$ cat src/rtl/sorted_stream_reader.sv
// sorted_stream_reader: streams an N-entry sync-read memory out as valid/ready, lowest address first.
// Defining SORTED_STREAM_ORDER_CHECK_EN adds a checker that flags the first descending pair.
module sorted_stream_reader #(
  parameter int N = 1024,
  parameter int LOG2N = 10,
  parameter int W = 8
) (
  input  logic             clock,
  input  logic             reset,
  input  logic             start,
  output logic             busy,
  output logic             done,
  output logic             mem_rd_en,
  output logic [LOG2N-1:0] mem_addr,
  input  logic [W-1:0]     mem_rd_data,
  output logic             out_valid,
  input  logic             out_ready,
  output logic [W-1:0]     out_data,
  output logic             out_last,
  output logic             order_err,
  output logic [LOG2N-1:0] err_index
);
  typedef enum logic [2:0] {IDLE, READ, CAPTURE, SEND, DONE} state_t;
  state_t state, state_n;
  logic [LOG2N:0] idx;
  logic accept, xfer, at_end;
  assign accept = (state == IDLE || state == DONE) && start;
  assign xfer = state == SEND && out_ready;
  assign at_end = idx == (LOG2N+1)'(N - 1);
  always_ff @(posedge clock or posedge reset)
    if (reset) state <= IDLE;
    else state <= state_n;
  always_comb begin
    state_n = state;
    busy = 1'b0;
    done = 1'b0;
    mem_rd_en = 1'b0;
    out_valid = 1'b0;
    out_last = 1'b0;
    mem_addr = idx[LOG2N-1:0];
    state_n = accept ? READ :
              state == READ ? CAPTURE :
              state == CAPTURE ? SEND :
              xfer ? (at_end ? DONE : READ) : state;
    busy = state == READ || state == CAPTURE || state == SEND;
    done = state == DONE;
    mem_rd_en = state == READ;
    out_valid = state == SEND;
    out_last = state == SEND && at_end;
  end
  always_ff @(posedge clock or posedge reset)
    if (reset) begin
      idx <= '0;
      out_data <= '0;
    end else begin
      if (accept) idx <= '0;
      else if (xfer && !at_end) idx <= idx + 1'b1;
      if (state == CAPTURE) out_data <= mem_rd_data;
    end
`ifdef SORTED_STREAM_ORDER_CHECK_EN
  logic [W-1:0] prev;
  always_ff @(posedge clock or posedge reset)
    if (reset) begin
      prev <= '0;
      order_err <= 1'b0;
      err_index <= '0;
    end else if (accept) begin
      prev <= '0;
      order_err <= 1'b0;
      err_index <= '0;
    end else if (xfer) begin
      prev <= out_data;
      if (idx != '0 && out_data < prev && !order_err) begin
        order_err <= 1'b1;
        err_index <= idx[LOG2N-1:0];
      end
    end
`else
  assign order_err = 1'b0;
  assign err_index = '0;
`endif
endmodule

$ cat config.mk
export PLATFORM = sky130hd
export DESIGN_NAME = sorted_stream_reader
export DESIGN_NICKNAME = d
export VERILOG_FILES = /design/src/rtl/sorted_stream_reader.sv
export SDC_FILE = /design/constraint.sdc
export NUM_CORES = 1
export LEC_CHECK = 0
export ABC_AREA = 1
export CORE_MARGIN = 10
export CORE_UTILIZATION = 25
export CTS_BUF_LIST = sky130_fd_sc_hd__clkbuf_8
export DETAILED_ROUTE_END_ITERATION = 10
export GPL_ROUTABILITY_DRIVEN = 1
export SYNTH_ARGS = -nofsm -noshare
export SYNTH_HDL_FRONTEND = slang
export SYNTH_SLANG_ARGS = --single-unit
$ cat constraint.sdc
create_clock -name clock -period 1.65 [get_ports clock]
set_input_delay 0.33 -clock clock [delete_from_list [all_inputs] [get_ports clock]]
set_output_delay 0.33 -clock clock [all_outputs]
set_load 0.02 [all_outputs]
==> run_results.csv, run 1 <==
group,metric,value,unit
floorplan,core.rowCount,26,
finish,areaGrowthSynthToFinish,36.2,%
logic_synthesis,synth_top_area_cell,"dfrtp_1",
place,dp_hpwl,2600,µm
logic_synthesis,ys_warn_count,0,
grt,grt_antenna_before_repair,0,
finish,diodes,0,
worst_setup_path,endpoint_kind,"output port",
routing,dr.pass1.iters,4,
flow_run,cap_violations,0,
logic_synthesis,synth_area,0.00138,mm²
timing,slew_viol_final,0,
timing,setup_viol,0,
grt,grt.overflow.total,0,
routing,num_vias,1183,
place,dp_cells,283,
routing,routed_via_density,4.11,
clock_network,cts_made_buffers,3,
grt,grt_pass1_wl,5530,µm
timing,clock.fmax,0.610,GHz
floorplan,ioPinCount,46,
timing,grt_setup_unrepaired,"yes",
timing,setup_tns,0,ps
logic_synthesis,yosysUniqueCellTypes,31,
pwr,total_power,1.11,mW
logic_synthesis,syn_area_per_cell,7.97,µm²
grt,top_usage_layer,"met2",
grt,grt_pass1_vias,1222,
worst_setup_path,crit_arrival,1310,ps
worst_setup_path,worstPathCellList,"ha_2 > nand2_2 > nor2_4 > nand3_2 > nor2_2 > buf_6",
floorplan,die_h,94.3,µm
worst_setup_path,critPathRequiredTime,1320,ps
timing,fin_ws,10.7,ps
finish,drive_gt1_share,24.3,%
clock_network,clk_latency,260,ps
place,post-place-ws,-189,ps
timing,fin_crit,1640,ps
clock_network,clockRootBuffer,"clkbuf_8",
pwr,leakagePower,0.970,nW
clock_network,htree_levels,1,
routing,antenna_left,0,
timing,whs,390,ps
timing,finalHoldViolations,0,
floorplan,die_w,94.3,µm
clock_network,clkTransAtPathRegs,80,ps
floorplan,die-area,0.00889,mm²
hold_path,hold_class,"in -> async",
routing,wl_per_cell,11.4,µm
worst_setup_path,cp-start-kind,"flop",
logic_synthesis,synth_top_cells_by_area,"dfrtp_1 (40%), nand2_1 (16%), buf_4 (11%)",
finish,final_cells,288,
worst_setup_path,max_stage_delay,360,ps
clock_network,cts_hold_buffers,0,
timing,finalCritPeriodShare,99.4,%
finish,num-fill-cells,566,
grt,grtUsageMet1,8.83,%
floorplan,start_util,26.3,%
grt,grtUsageMet2,12.8,%
logic_synthesis,syn_inst,173,
grt,grtUsageMet3,2.16,%
pwr,power.density,589,mW/mm²
place,place_congestion,0.751,
clock_network,cts_sinks,22,
routing,drt_iter0_markers,59,
worst_setup_path,crit_type,"reg -> out",
routing,drc,0,
pwr,ir_worst_vdd,0.000267,V
logic_synthesis,synth_seq_cells,22,
clock_network,cts_buffer_depth,2,
floorplan,design.core.area,0.00524,mm²
finish,nNetsFinal,232,
worst_setup_path,critical-path-slowest-cell,"dfrtp_1",
outcome,outcome,"finished clean",
grt,grt_usage,7.65,%
clock_network,cts_tree,"built",
timing,fin_worst_skew,2.48,ps
routing,routed_wl,3270,µm
logic_synthesis,seq_area_frac_synth,39.9,%
place,portBuffers,34,
logic_synthesis,synth_top_cell_area_share,39.9,%
worst_setup_path,critPathMaxFanout,2,
grt,grt_max_degree,23,
-- cell usage in the layout (no fill, tap or decap), types with 2 or more instances in the layout --
cell / n
nor2_1: 9
nand2_1: 57
conb_1: 11
buf_4: 21
clkbuf_2: 2
inv_1: 12
nand4_1: 9
a21oi_1: 3
clkbuf_8: 3
nand2_4: 2
nor2_2: 3
nand2_2: 2
o21ai_1: 2
clkdlybuf4s15_2: 2
dfrtp_1: 21
nand3_1: 7
dlygate4sd2_1: 10
clkdlybuf4s50_1: 19
inv_4: 2
inv_2: 4
-- stage by stage --
| step | util (%) | instance area [µm²] |
|---|---|---|
| 3_5_place_dp | 34.5 | 1810 |
| 6_report | 35.9 | 1880 |
| 5_1_grt | 35.9 | 1880 |
| 2_1_floorplan | - | 1420 |
| 4_1_cts | 35.7 | 1870 |
| 3_3_place_gp | 34.5 | 1810 |
-- worst max-delay path: cells and delay by family, from the launching register on --
family,cells,cell delay [ps]
buf+inv,1,120
simple gates,4,370
flops,1,360
fa+ha+maj,1,190
-- worst paths after layout --
kind                             startpoint          end  slack [ps]  cells past startpoint
worst min register to register  out_data[4]  out_data[4]         470                      2
worst max-delay path                 idx[1]     out_last          10                      6
worst min-delay path                  reset  out_data[5]         390                      3
worst max register to register       idx[1]       idx[9]         240                     10
max in group asynchronous             reset     state[0]        1010                      3
min in group clock              out_data[4]  out_data[4]         470                      2
-- Yosys cell counts, drive strengths merged --
cell / instances
a21oi: 3
a31oi: 1
buf: 23
clkbuf: 1
conb: 1
dfrtp: 22
ha: 1
inv: 18
nand2: 61
nand3: 9
nand4: 10
nor2: 14
nor3: 2
nor3b: 1
o211ai: 1
o21ai: 2
o21bai: 1
or2: 1
xor2: 1
-- metal layers --
metal,vias up,routed length (µm)
met2,31,1520
met5,-,0
met1,546,1490
li1,602,-
met3,4,207
met4,0,56
-- state kept, by name (all words and copies together) (netlist names) --
register	flops
idx	11
out_data	8
state	3
-- logic make-up (layout without fill, tap and decap cells) --
| group | Yosys count | count (layout) | synth area share [%] |
|---|---|---|---|
| and+or+nand+nor | 98 | 98 | 36.2 |
| buffers and inverters | 42 | 77 | 18.7 |
| DFF | 22 | 22 | 39.9 |
| AOI/OAI and AO/OA | 8 | 8 | 3.36 |
| adders and majority gates | 1 | 1 | 0.907 |
| other | 1 | 11 | 0.272 |
| xor gates and xnor gates | 1 | 1 | 0.635 |
-- area by class of cell --
class	count	area [µm²]	share of cell area (%)
well taps	70	87.6	4.66
clock buffers	3	41.3	2.20
repair buffers	55	479	25.5
multi-input cells	119	616	32.8
clock inverters	1	30.0	1.60
inverters	18	72.6	3.86
flip-flops and latches	22	552	29.4
-- timing repair --
item                       4_1_cts  5_1_grt
buffers inserted                 0        1
resized for setup               25        9
pin swaps                        0        0
gates cloned                     0        0
hold endpoints to repair         0        0
setup endpoints to repair       15        5
-- power breakdown --
part | internal [mW] | leakage, nW | total, mW | switching (mW)
Combinational | 0.0245 | 0.691 | 0.0634 | 0.0389
Clock | 0.324 | 0.0357 | 0.505 | 0.181
Sequential | 0.539 | 0.243 | 0.539 | 0
Total | 0.887 | 0.970 | 1.11 | 0.219
No activity file was read; power rests on OpenSTA's default activity.
==> inputs of run 2 (changes only) <==
--- a/config.mk
+++ b/config.mk
@@ -7,10 +7,11 @@
 export LEC_CHECK = 0
 export ABC_AREA = 1
 export CORE_MARGIN = 10
-export CORE_UTILIZATION = 25
+export CORE_UTILIZATION = 35
 export CTS_BUF_LIST = sky130_fd_sc_hd__clkbuf_8
 export DETAILED_ROUTE_END_ITERATION = 10
 export GPL_ROUTABILITY_DRIVEN = 1
+export PLACE_DENSITY = 0.7
 export SYNTH_ARGS = -nofsm -noshare
 export SYNTH_HDL_FRONTEND = slang
 export SYNTH_SLANG_ARGS = --single-unit
==> run 2 against run 1 <==
Net effect:
- worst setup slack got worse by 4.9 ps
- combinational power decreased by 0.6%
- core utilization increased by 13 points
- via count increased by 0.42%
- count of clock-buffer cells in the layout unchanged
- total power decreased by 17%
- flip-flop and latch count unchanged
- critical path depth unchanged
- sequential share of layout area increased by 0.87 points
- first-iteration DRC count decreased by 53%
- sequential power about the same
- routed wire length decreased by 2.0%
- largest power group unchanged
==> run_results.csv, run 2 (synthesis results as in run 1) <==
group,metric,value,unit
outcome,outcome,"finished clean",
worst_setup_path,path_buf_inv,1,
pwr,p_switching,197,µW
timing,finalCritPeriodShare,99.7,%
pwr,total_power,922,µW
grt,grt_usage,9.61,%
floorplan,start_util,36.8,%
place,place_congestion,0.817,
finish,areaGrowthSynthToFinish,32.3,%
routing,routed_wl,3200,µm
timing,fin_worst_skew,8.26,ps
clock_network,clkTransAtPathRegs,80,ps
worst_setup_path,critPathRequiredTime,1320,ps
timing,clock.fmax,0.608,GHz
worst_setup_path,crit_type,"reg -> out",
pwr,leakagePower,0.975,nW
finish,layout_commonest_cell,"nand2_1",
timing,fin_ws,5.73,ps
grt,grt_antenna_before_repair,0,
floorplan,die_h,82.8,µm
flow_run,cap_violations,0,
grt,grt_pass1_wl,5180,µm
clock_network,cts_sinks,22,
grt,grt.overflow.total,0,
timing,finalHoldViolations,0,
place,dp_hpwl,2610,µm
worst_setup_path,reg2reg_slack,270,ps
routing,dr.pass1.iters,4,
timing,setup_viol,0,
clock_network,cts_buffer_depth,2,
worst_setup_path,worstPathCellList,"ha_2 > nand2_2 > nor2_4 > nand3_2 > nor2_1 > buf_4",
finish,num-fill-cells,378,
floorplan,die-area,0.00685,mm²
pwr,switching_share,21.3,%
finish,final_cell_mix,"nand2_1 (57), buf_4 (23), dfrtp_1 (21)",
clock_network,clk_latency,260,ps
finish,final_cells,266,
routing,drc,0,
timing,slew_viol_final,0,
grt,grtUsageMet2,16.7,%
finish,seqCellArea,552,µm²
clock_network,cts_tree,"built",
grt,grtUsageMet1,11.0,%
routing,antenna_left,0,
floorplan,core.rowCount,22,
pwr,p_comb_share,6.8,%
routing,routed_via_density,4.47,
worst_setup_path,endpoint_kind,"output port",
pwr,p_seq_share,58.4,%
pwr,p_int,726,µW
grt,top_usage_layer,"met2",
worst_setup_path,critical-path-slowest-cell,"dfrtp_1",
clock_network,cts_hold_buffers,0,
finish,nNetsFinal,233,
finish,largest_reg_flops,11,
clock_network,htree_levels,1,
timing,setup_tns,0,ps
routing,wl_per_cell,12.0,µm
worst_setup_path,crit_arrival,1310,ps
place,portBuffers,34,
place,post-place-ws,-188,ps
worst_setup_path,critPathMaxFanout,2,
pwr,power.density,506,mW/mm²
floorplan,die_w,82.8,µm
grt,grt_max_degree,23,
finish,largest-register,"idx",
timing,fin_crit,1640,ps
timing,grt_setup_unrepaired,"yes",
clock_network,cts_made_buffers,3,
worst_setup_path,max_stage_delay,360,ps
pwr,p_clk_share,34.8,%
worst_setup_path,crit_family,"flip-flops",
finish,drive_gt1_share,22.0,%
grt,grt_pass1_vias,1141,
finish,multi_input_area,613,µm²
finish,diodes,0,
hold_path,hold_class,"in -> async",
grt,grtUsageMet3,2.81,%
finish,fin_util,48.7,%
routing,drt_iter0_markers,28,
finish,reg_top3,"idx: 11 flops, out_data: 8 flops, state: 3 flops",
floorplan,ioPinCount,46,
place,dp_cells,262,
clock_network,clockRootBuffer,"clkbuf_8",
floorplan,design.core.area,0.00374,mm²
worst_setup_path,cp-start-kind,"flop",
routing,num_vias,1188,
pwr,ir_worst_vdd,0.000326,V
run 2: cell types whose count changed in the layout (fill, tap and decap cells not counted):
cell,previous run,this run
nor2_2,3,2
nor2_1,9,10
buf_6,1,0
buf_4,21,23
clkbuf_2,2,0
clkdlybuf4s15_2,2,0
bufinv_16,1,0
dlygate4sd2_1,10,14
run 2: per-layer routing:
| layer | wire length [µm] | part of all wire (%) |
|---|---|---|
| met5 | 0 | 0 |
| met2 | 1570 | 49 |
| met1 | 1410 | 44 |
| met3 | 189 | 5.9 |
| met4 | 36 | 1.1 |
run 2: worst reg2reg max path, stage by stage, from the launching register on:
cell	delay, ps
dfrtp_1	360
ha_2	200
nand2_2	80
nor2_4	90
nand3_2	90
buf_4	160
nand2_4	70
nand2_4	70
inv_4	100
nand2_1	60
nand2_1	60
run 2: worst paths after layout:
check / from / end / depth (start not counted)
min in group clock: out_data[1] / out_data[1] / 2
min: reset / idx[5] / 3
max in group asynchronous: reset / state[0] / 3
max reg2reg: idx[1] / idx[5] / 10
min reg2reg: out_data[1] / out_data[1] / 2
max: idx[1] / out_last / 6
run 2: what timing repair did:
item	4_1_cts	5_1_grt
setup buffers	0	1
setup endpoints to repair	15	3
resized for setup	22	1
pin swaps	0	1
run 2: cell type report:
type                       count  share of cell area, %
tap                           48                   3.29
multi-input combinational    119                   33.6
sequential                    22                   30.2
inverter                      18                   3.98
timing repair buffer          56                   26.6
clock buffer                   3                   2.26
run 2: through the flow:
step / hold slack [ps] / cell area, µm²
final: 401 / 1820
after global routing: 462 / 1820
after CTS: 409 / 1820
after detailed placement: 460 / 1790
after global placement: 454 / 1790
after floorplan: 319 / 1420
run 2: power groups by stage:
stage	logic (mW)	clock network (mW)	registers, mW
final	0.0630	0.321	0.539
after CTS	0.0629	0.331	0.539
after global placement	0.0625	0	0.549
after detailed placement	0.0627	0	0.549
after floorplan	0.0518	0	0.549
after global routing	0.0694	0.345	0.538
==> inputs of run 3 (changes only) <==
--- a/config.mk
+++ b/config.mk
@@ -6,7 +6,7 @@
 export NUM_CORES = 1
 export LEC_CHECK = 0
 export ABC_AREA = 1
-export CORE_MARGIN = 10
+export CORE_MARGIN = 3
 export CORE_UTILIZATION = 35
 export CTS_BUF_LIST = sky130_fd_sc_hd__clkbuf_8
 export DETAILED_ROUTE_END_ITERATION = 10
==> run 3 against run 2 <==
Net effect:
- the flow now finishes with violations (negative setup slack)
- register-to-register slack got worse by 20 ps
- design area rose by 0.27%
- total power rose by 6.7%
- clock skew fell by 7.3 ps
- first-iteration DRC count rose by 86%
- flip-flop and latch count did not move
- count of clock-buffer cells in the layout rose by 1
- critical path depth did not move
- combinational power barely moved
- largest cell class unchanged
==> run_results.csv, run 3 (synthesis results as in run 1) <==
group,metric,value,unit
outcome,outcome,"finished, violations left",
outcome,violations,"negative setup slack",
worst_setup_path,critPathMaxFanout,2,
worst_setup_path,crit_arrival,1330,ps
grt,grt_pass1_wl,4770,µm
routing,wl_per_cell,11.1,µm
clock_network,htree_levels,1,
routing,antenna_left,0,
timing,finalHoldViolations,0,
grt,grt_antenna_before_repair,0,
worst_setup_path,critPathRequiredTime,1320,ps
pwr,p_seq_share,54.7,%
floorplan,ioPinCount,46,
floorplan,die-area,0.00473,mm²
grt,grt_usage,13.3,%
timing,clock.fmax,0.602,GHz
routing,dr.pass1.iters,4,
timing,fin_worst_skew,0.966,ps
pwr,power.density,538,mW/mm²
timing,fin_crit,1660,ps
place,place_congestion,0.868,
worst_setup_path,r2r_start,"state[2]",
worst_setup_path,crit_type,"reg -> out",
worst_setup_path,cp-start-kind,"flop",
pwr,switching_share,21.2,%
worst_setup_path,worstSetupStartpoint,"idx[1]",
finish,layout_commonest_cell,"nand2_1",
finish,nNetsFinal,232,
place,dp_hpwl,2260,µm
timing,setup_viol,1,
grt,grt.overflow.total,0,
clock_network,cts_buffer_depth,2,
grt,grt_max_degree,23,
timing,whs,395,ps
clock_network,clkTransAtPathRegs,80,ps
worst_setup_path,reg2reg_slack,250,ps
routing,drc,0,
floorplan,design.core.area,0.00372,mm²
timing,slew_viol_final,0,
clock_network,cts_sinks,22,
clock_network,clockRootBuffer,"clkbuf_8",
floorplan,die_h,68.8,µm
clock_network,cts_setup_buffers,0,
finish,fin_util,49.2,%
clock_network,cts_hold_buffers,0,
clock_network,cts_made_buffers,3,
worst_setup_path,r2r_cells,9,
pwr,p_int,776,µW
timing,fin_ws,-12.0,ps
pwr,ir_worst_vdd,0.000334,V
worst_setup_path,endpoint_kind,"output port",
timing,grt_setup_unrepaired,"yes",
hold_path,hold_class,"in -> async",
worst_setup_path,reg2reg_to,"idx[7]",
routing,num_vias,1182,
timing,finalCritPeriodShare,101,%
pwr,p_switching,208,µW
pwr,p_comb_share,6.4,%
floorplan,die_w,68.8,µm
routing,routed_wl,2950,µm
timing,setup_tns,-12.0,ps
pwr,leakagePower,0.974,nW
floorplan,start_util,37.1,%
floorplan,core.rowCount,22,
finish,diodes,0,
grt,grt_pass1_vias,1035,
finish,largest-register,"idx",
finish,reg_top3,"idx: 11 flops, out_data: 8 flops, state: 3 flops",
clock_network,clk_latency,260,ps
finish,largest_reg_flops,11,
finish,final_cell_mix,"nand2_1 (57), dfrtp_1 (21), buf_4 (21)",
routing,routed_via_density,4.44,
routing,drt_iter0_markers,52,
finish,areaGrowthSynthToFinish,32.7,%
flow_run,cap_violations,0,
place,portBuffers,34,
finish,drive_gt1_share,22.9,%
pwr,p_clk_share,38.9,%
clock_network,cts_tree,"built",
## run 3: worst max path at each step
stage | cells after the start | endpoint
floorplan | 5 | out_last
global placement | 6 | out_last
detailed placement | 6 | out_last
CTS | 6 | out_last
global route | 6 | out_last
finish | 6 | out_last
## run 3: area by class of cell
cell class / count / area, µm²
clock buffers: 4 / 55.1
fillers: 400 / 1890
inverters: 18 / 72.6
multi-input cells: 119 / 616
flip-flops and latches: 22 / 552
well taps: 48 / 60.1
repair buffers: 55 / 474
## run 3: critical path, cell delays in order, from the launching register on
cell     delay [ps]
dfrtp_1         360
ha_2            190
nand2_2          80
nor2_4          100
nand3_2          90
nor2_2          120
buf_6           130
## run 3: metal layers
metal | share of wire (%) | wire [µm] | track usage [%]
met1 | 45 | 1340 | 16.8
met5 | 0 | 0 | 0
met4 | 1.2 | 34 | 3.65
met2 | 49 | 1460 | 23.2
met3 | 4.2 | 123 | 2.11
## run 3: power groups by stage
stage | combinational, mW | sequential (mW) | clock, mW
final | 0.0628 | 0.539 | 0.383
after global routing | 0.0689 | 0.539 | 0.428
after CTS | 0.0636 | 0.539 | 0.401
after detailed placement | 0.0635 | 0.549 | 0
after global placement | 0.0629 | 0.549 | 0
after floorplan | 0.0518 | 0.549 | 0
## run 3: through the flow
step	setup WS (ps)	power, mW	instance area, µm²	cells
2_1_floorplan	121	0.601	1420	183
3_3_place_gp	-188	0.612	1790	262
3_5_place_dp	-201	0.613	1790	262
4_1_cts	-24.1	1.00	1830	266
5_1_grt	-92.0	1.04	1830	266
6_report	-12.0	0.984	1830	266
## run 3: repair_timing
action                                  CTS  global route
pin swaps                                 0             0
endpoints found under the setup margin   15             4
gates resized for setup                  22             8
